<file path="config.mk">
export PLATFORM = sky130hd
export DESIGN_NAME = alu_exec_unit_flat
export DESIGN_NICKNAME = d
export VERILOG_FILES = /design/src/rtl/alu_pkg.sv /design/src/rtl/alu_exec_unit_if.sv /design/src/rtl/alu_mul_iter.sv /design/src/rtl/alu_exec_unit.sv /design/src/flat_wrapper.sv
export SDC_FILE = /design/constraint.sdc
export NUM_CORES = 1
export LEC_CHECK = 0
export CELL_PAD_IN_SITES_DETAIL_PLACEMENT = 0
export CELL_PAD_IN_SITES_GLOBAL_PLACEMENT = 2
export CORE_UTILIZATION = 38
export DETAILED_ROUTE_END_ITERATION = 12
export GPL_ROUTABILITY_DRIVEN = 0
export PLACE_DENSITY_LB_ADDON = 0.1
export RECOVER_POWER = 100
export SETUP_SLACK_MARGIN = 0.05
export SLEW_MARGIN = 20
export SYNTH_ARGS = -nofsm -noshare
export SYNTH_HDL_FRONTEND = slang
export SYNTH_HIERARCHICAL = 1
export SYNTH_SLANG_ARGS = --single-unit
</file>
<file path="constraint.sdc">
create_clock -name clk -period 6.4 [get_ports clk]
set_input_delay 0.96 -clock clk [delete_from_list [all_inputs] [get_ports clk]]
set_output_delay 0.96 -clock clk [all_outputs]
set_load 0.05 [all_outputs]
</file>
<file path="src/rtl/alu_pkg.sv">
// Shared ALU control codes and execute-stage FSM encoding.
// The ALU control decoder drives alu_ctrl with these same constants.
package alu_pkg;

  localparam logic [3:0] ALU_AND = 4'b0000;
  localparam logic [3:0] ALU_OR  = 4'b0001;
  localparam logic [3:0] ALU_ADD = 4'b0010;
  localparam logic [3:0] ALU_SUB = 4'b0110;
  localparam logic [3:0] ALU_MUL = 4'b1000;

  typedef enum logic {
    IDLE = 1'b0,
    MUL  = 1'b1
  } state_t;

  // True for the only multi-cycle operation; every other code retires in one cycle.
  function automatic logic is_mul(input logic [3:0] code);
    return (code == ALU_MUL);
  endfunction

endpackage

</file>
<file path="src/rtl/alu_exec_unit_if.sv">
// Request/response bundle between operand muxing and the execute stage.
// master issues requests; slave is the execute unit.
interface alu_exec_unit_if #(
  parameter int WIDTH = 64
) ();
  logic             start;
  logic [3:0]       alu_ctrl;
  logic [WIDTH-1:0] op_a;
  logic [WIDTH-1:0] op_b;
  logic             busy;
  logic             done;
  logic [WIDTH-1:0] result;
  logic             zero;
  logic             illegal;

  modport master (
    output start, alu_ctrl, op_a, op_b,
    input  busy, done, result, zero, illegal
  );

  modport slave (
    input  start, alu_ctrl, op_a, op_b,
    output busy, done, result, zero, illegal
  );
endinterface

</file>
<file path="src/rtl/alu_mul_iter.sv">
// Shift-add multiplier core: one multiplier bit per cycle, fixed WIDTH steps.
// done flags the cycle in which the last step happens; product is the
// accumulator value including that step, so the owner can register it directly.
module alu_mul_iter #(
  parameter int WIDTH = 64,
  parameter int CNT_W = $clog2(WIDTH) + 1
) (
  input  logic             clk,
  input  logic             rst_n,
  input  logic             start,
  input  logic [WIDTH-1:0] a,
  input  logic [WIDTH-1:0] b,
  output logic             done,
  output logic [WIDTH-1:0] product
);

  logic [WIDTH-1:0] acc_reg;
  logic [WIDTH-1:0] mcand_reg;
  logic [WIDTH-1:0] mplier_reg;
  logic [CNT_W-1:0] cnt_reg;
  logic [WIDTH-1:0] addend;

  // Partial product for this step: multiplicand gated by the current multiplier LSB.
  for (genvar gi = 0; gi < WIDTH; gi++) begin : g_addend
    assign addend[gi] = mcand_reg[gi] & mplier_reg[0];
  end

  assign product = acc_reg + addend;
  assign done    = (cnt_reg == CNT_W'(1));

  // Load operands on start, otherwise advance one step while steps remain.
  always_ff @(posedge clk or negedge rst_n) begin
    if (!rst_n) begin
      acc_reg    <= '0;
      mcand_reg  <= '0;
      mplier_reg <= '0;
      cnt_reg    <= '0;
    end else if (start) begin
      acc_reg    <= '0;
      mcand_reg  <= a;
      mplier_reg <= b;
      cnt_reg    <= CNT_W'(WIDTH);
    end else if (cnt_reg != '0) begin
      acc_reg    <= product;
      mcand_reg  <= mcand_reg << 1;
      mplier_reg <= mplier_reg >> 1;
      cnt_reg    <= cnt_reg - CNT_W'(1);
    end
  end

endmodule

</file>
<file path="src/rtl/alu_exec_unit.sv">
// Execute stage: single-cycle AND/OR/ADD/SUB, iterative MUL, start/busy/done handshake.
// Results are registered and held until the next done pulse.
module alu_exec_unit
  import alu_pkg::*;
#(
  parameter int WIDTH = 64
) (
  input  logic              clk,
  input  logic              rst_n,
  alu_exec_unit_if.slave    bus
);

  localparam int CNT_W = $clog2(WIDTH) + 1;

  state_t           state_reg, state_next;
  logic             busy;
  logic             accept;
  logic             mul_start;
  logic             mul_done;
  logic [WIDTH-1:0] mul_product;
  logic [WIDTH-1:0] op_result;
  logic             op_illegal;
  logic [WIDTH-1:0] result_reg;
  logic             zero_reg;
  logic             illegal_reg;
  logic             done_reg;

  assign accept    = bus.start & ~busy;
  assign mul_start = accept & is_mul(bus.alu_ctrl);

  alu_mul_iter #(
    .WIDTH (WIDTH),
    .CNT_W (CNT_W)
  ) u_mul (
    .clk     (clk),
    .rst_n   (rst_n),
    .start   (mul_start),
    .a       (bus.op_a),
    .b       (bus.op_b),
    .done    (mul_done),
    .product (mul_product)
  );

  // State register.
  always_ff @(posedge clk or negedge rst_n) begin
    if (!rst_n) state_reg <= IDLE;
    else        state_reg <= state_next;
  end

  // Next state: enter MUL on a multiply accept, leave after the final step.
  always_comb begin
    state_next = state_reg;
    case (state_reg)
      IDLE:    if (mul_start) state_next = MUL;
      MUL:     if (mul_done)  state_next = IDLE;
      default: state_next = IDLE;
    endcase
  end

  // FSM outputs: busy only while iterating, so the done cycle can accept a new request.
  always_comb begin
    busy = (state_reg == MUL);
  end

  // Single-cycle operations; unsupported codes yield zero and raise illegal.
  always_comb begin
    op_result  = '0;
    op_illegal = 1'b0;
    case (bus.alu_ctrl)
      ALU_AND: op_result = bus.op_a & bus.op_b;
      ALU_OR:  op_result = bus.op_a | bus.op_b;
      ALU_ADD: op_result = bus.op_a + bus.op_b;
      ALU_SUB: op_result = bus.op_a - bus.op_b;
      default: op_illegal = 1'b1;
    endcase
  end

  // Output registers: capture on single-cycle accept or on the last MUL step.
  always_ff @(posedge clk or negedge rst_n) begin
    if (!rst_n) begin
      result_reg  <= '0;
      zero_reg    <= 1'b1;
      illegal_reg <= 1'b0;
      done_reg    <= 1'b0;
    end else begin
      done_reg <= 1'b0;
      if (state_reg == IDLE && accept && !is_mul(bus.alu_ctrl)) begin
        result_reg  <= op_result;
        zero_reg    <= (op_result == '0);
        illegal_reg <= op_illegal;
        done_reg    <= 1'b1;
      end else if (state_reg == MUL && mul_done) begin
        result_reg  <= mul_product;
        zero_reg    <= (mul_product == '0);
        illegal_reg <= 1'b0;
        done_reg    <= 1'b1;
      end
    end
  end

  assign bus.busy    = busy;
  assign bus.done    = done_reg;
  assign bus.result  = result_reg;
  assign bus.zero    = zero_reg;
  assign bus.illegal = illegal_reg;

endmodule

</file>
<file path="src/flat_wrapper.sv">
// flat-port wrapper written by rule: the top's interface ports become plain ports
module alu_exec_unit_flat import alu_pkg::*;
#(
  parameter int WIDTH = 64
)
  (clk, rst_n, bus_start, bus_alu_ctrl, bus_op_a, bus_op_b, bus_busy, bus_done, bus_result, bus_zero, bus_illegal);
  alu_exec_unit_if #(.WIDTH(WIDTH)) bus_i ();
  input  logic clk;
  input  logic rst_n;
  input wire logic [$bits(bus_i.start)-1:0] bus_start;
  input wire logic [$bits(bus_i.alu_ctrl)-1:0] bus_alu_ctrl;
  input wire logic [$bits(bus_i.op_a)-1:0] bus_op_a;
  input wire logic [$bits(bus_i.op_b)-1:0] bus_op_b;
  output wire logic [$bits(bus_i.busy)-1:0] bus_busy;
  output wire logic [$bits(bus_i.done)-1:0] bus_done;
  output wire logic [$bits(bus_i.result)-1:0] bus_result;
  output wire logic [$bits(bus_i.zero)-1:0] bus_zero;
  output wire logic [$bits(bus_i.illegal)-1:0] bus_illegal;
  assign bus_i.start = bus_start;
  assign bus_i.alu_ctrl = bus_alu_ctrl;
  assign bus_i.op_a = bus_op_a;
  assign bus_i.op_b = bus_op_b;
  assign bus_busy = bus_i.busy;
  assign bus_done = bus_i.done;
  assign bus_result = bus_i.result;
  assign bus_zero = bus_i.zero;
  assign bus_illegal = bus_i.illegal;
  alu_exec_unit #(.WIDTH(WIDTH)) u_core (.clk(clk), .rst_n(rst_n), .bus(bus_i));
endmodule
</file>
==> flow_summary_export.csv <==
group,metric,value,unit
yosys,netlist_instances,2924,
sta,max_freq,0.163,GHz
sta,setup_viol,0,
yosys,synth_top_family_by_area,"compound AO/OA/AOI/OAI gates",
sta,hold_viol,0,
global_routing,gr-total-overflow,0,
finish,finalNonFillerCells,4165,
clocking,cts_buffers,37,
critical_path,cp_common_cell,"buf_4",
worst_hold_path,holdCritStartpoint,"u_core/bus.result[33]$_DFFE_PN0P_",
clocking,cts_tree,"yes",
sta,timing_max_transition_violations_final,454,
yosys,yosysWarningCount,6,
yosys,synthesis.nets,3192,
yosys,ys_seq_area_frac,0.289,
power,p_seq_frac,0.328,
floorplanning,die_h,249,um
run_status,violations,"capacitance limit, slew limit",
critical_path,crit_family,"simple AND/OR/NAND/NOR gates",
drt,wl_per_cell,22.4,um
drt,drtIter0Drc,2020,
power,sw_frac_of_total,0.306,
global_routing,grt_pass1_wl,142000,um
floorplanning,start_util,0.384,
yosys,ys_dominant_reg_cell,"dfrtp_1",
yosys,synth_edf_count,0,
sta,relSlewSlack,-2.29,
sta,fin_worst_skew,0.0193,ns
yosys,async_reset_ff_frac,1.00,
sta,finalCriticalPeriod,6.15,ns
power,power.density,173,nW/um2
place,place.detailed.hpwl,72700,um
power,clkPwrFrac,0.419,
floorplanning,io_pins,203,
sta,fin_crit_sh,0.961,
critical_path,worst_setup_path_end_kind,"flop",
critical_path,reg2reg_slack,1.01,ns
worst_hold_path,min_path_type,"flop to flop",
clocking,root_buffer,"clkbuf_16",
sta,rsz0062_at_grt,"no",
clocking,clock_sinks,267,
finish,final_common_cell,"nand2_1",
floorplanning,die_area,61900,um2
critical_path,critPathMaxStageDelay,0.55,ns
global_routing,grt_max_degree,174,
worst_hold_path,whs_endpoint,"u_core/bus.result[33]$_DFFE_PN0P_",
clocking,clk_latency,0.58,ns
sta,fin_hold_ws,0.510,ns
critical_path,critPathMaxFanout,6,
yosys,synth_top_area_cell,"dfrtp_1",
critical_path,crit_required,6.91,ns
finish,layout-drive-gt1-share,0.153,
yosys,yosys-mux-area-fraction,0.0589,
drt,first_pass_iters,6,
critical_path,worst_setup_path_start_kind,"input port",
power,p_leak,13.0,nW
critical_path,r2r-start,"u_core/u_mul/mplier_reg[0]$_DFFE_PN0P_",
drt,viasPerCell,5.79,
drt,ant_nets,0,
drt,totalWireLength,93300,um
floorplanning,die_x,249,um
floorplanning,rows,90,
power,vdd_drop_max,178,uV
clocking,cts.clk_slew.worst_paths,0.06,ns
yosys,synthAdderAreaFrac,0.0972,
worst_hold_path,hold_depth,2,
drt,via_count,24100,
clocking,cts_max_path_buffers,3,
sta,worstMarginPinSlew,4.93,ns
finish,nets,3622,
finish,syn_to_final_growth,28.8,%
global_routing,antenna_found_initial,1,
yosys,synth_cell_types,91,
critical_path,r2r-end,"u_core/bus.zero$_DFFE_PN1P_",
critical_path,path_buf_inv,7,
place,dp_cells,4090,
drt,route.detailed.drc,0,
global_routing,grt_pass1_vias,23200,
critical_path,crit_slowest_cell,"or4_1",
power,switchingPower,1.58,mW
yosys,synth.area.top_cells,"dfrtp_1 (29%), nand2_1 (8.0%), ha_1 (7.1%)",
global_routing,grt_usage,0.294,
yosys,synth_seq_cells,267,
yosys,synth_top_area_frac,0.288,
finish,final_cell_mix,"nand2_1 (491), buf_4 (350), o21ai_0 (294), dfrtp_1 (266), a21oi_1 (236)",
critical_path,reg2reg_depth,20,
yosys,synth_simple_gate_area_frac,0.206,
yosys,syn_avg_cell_area,7.91,um2
floorplanning,fp.coreArea,60200,um2
critical_path,worst_ep_arrival_time,6.66,ns
critical_path,critPathKind,"input port to flop",
run_status,status,"finished, violations left",
job,maxCapViolCount,4,
yosys,synthXorXnorAreaFrac,0.0697,
power,p_int,3.57,mW
power,power_frac_comb,0.253,
yosys,synth_area,23100,um2
clocking,cts-htree-levels,2,
power,finalPower,5.14,mW
place,port_buffers,202,
yosys,synth_compound_area_frac,0.241,
## worst reg2reg max path, delay by kind of cell (launching register included)
kind | cells | cell delay, ns
xor gates and xnor gates | 1 | 0.27
and+or+nand+nor | 7 | 1.45
AOI/OAI and AO/OA | 8 | 2.02
buffers and inverters | 3 | 0.80
DFF | 1 | 0.33
adders and majority gates | 1 | 0.45
## power by group through the flow
stage	Sequential (mW)	Clock, mW	Combinational (mW)
2_1_floorplan	1.72	0	0.545
3_3_place_gp	1.72	0	1.23
3_5_place_dp	1.72	0	1.23
4_1_cts	1.69	2.20	1.25
5_1_grt	1.69	2.27	1.39
6_report	1.69	2.16	1.30
## Yosys cell counts (all sizes together) (17+ instances only)
library cell and n:
and2 78, a21o 56, a211oi 22, nor3 50, o21ai 313, o31ai 27, mux2i 135, a221oi 19
o21bai 29, nand2 496, or3 17, maj3 57, dfrtp 266, nand3 30, and3 27, a21oi 251
a22oi 38, a31oi 44, nand4 52, buf 43, xor2 90, inv 42, ha 131, nor4 41
clkbuf 142, xnor2 94, nor2 157
## metal layers
layer,global-route usage,vias to the layer above,wire length (um)
met5,0,-,0
met4,0.0777,0,2110
met3,0.0353,97,5550
met2,0.426,793,38900
met1,0.455,11700,46800
li1,-,11500,-
## per-stage QoR
step	util	setup WS, ns	TNS, ns	cell area, um2
after floorplan	-	0.0721	0	23100
after global placement	0.469	-0.687	-5.53	28300
after detailed placement	0.469	-0.801	-6.59	28300
after CTS	0.491	0.0505	0	29600
after global routing	0.495	0.00737	0	29800
final	0.495	0.247	0	29800
## what timing repair did
item	4_1_cts	5_1_grt
cloned	0	0
hold buffers	0	0
buffers inserted	0	7
setup endpoints to repair	1	8
pin swaps	1	31
gates resized for setup	23	66
## how the worst max path moves through the flow
| stage | from | end | slack [ns] | cells after the start |
|---|---|---|---|---|
| after floorplan | bus_op_b[6] | u_core/bus.zero$_DFFE_PN1P_ | 0.07 | 21 |
| after global placement | bus_op_b[6] | u_core/bus.zero$_DFFE_PN1P_ | -0.69 | 22 |
| after detailed placement | bus_op_b[6] | u_core/bus.zero$_DFFE_PN1P_ | -0.80 | 21 |
| after CTS | bus_op_b[6] | u_core/bus.zero$_DFFE_PN1P_ | 0.05 | 19 |
| after global routing | bus_op_b[1] | u_core/bus.zero$_DFFE_PN1P_ | 0.007 | 26 |
| final | bus_op_b[1] | u_core/bus.zero$_DFFE_PN1P_ | 0.25 | 26 |
## cell families (layout without fill, tap and decap cells)
kind of cell / count (synthesis) / after routing
adders and majority gates: 190 / 190
xor gates and xnor gates: 184 / 184
other: 0 / 2
and+or+nand+nor: 1014 / 1014
muxes: 136 / 136
DFF: 267 / 267
buffers and inverters: 227 / 684
AOI/OAI and AO/OA: 906 / 906
## layout make-up
type | instances | area, um2
Antenna cell | 2 | 5.00
Clock buffer | 49 | 1050
Clock inverter | 17 | 206
Fill cell | 5909 | 30400
Inverter | 42 | 158
Multi-Input combinational cell | 2430 | 15900
Sequential cell | 267 | 6680
Tap cell | 782 | 978
Timing Repair Buffer | 576 | 4830
(Power assumes the default switching activity.)
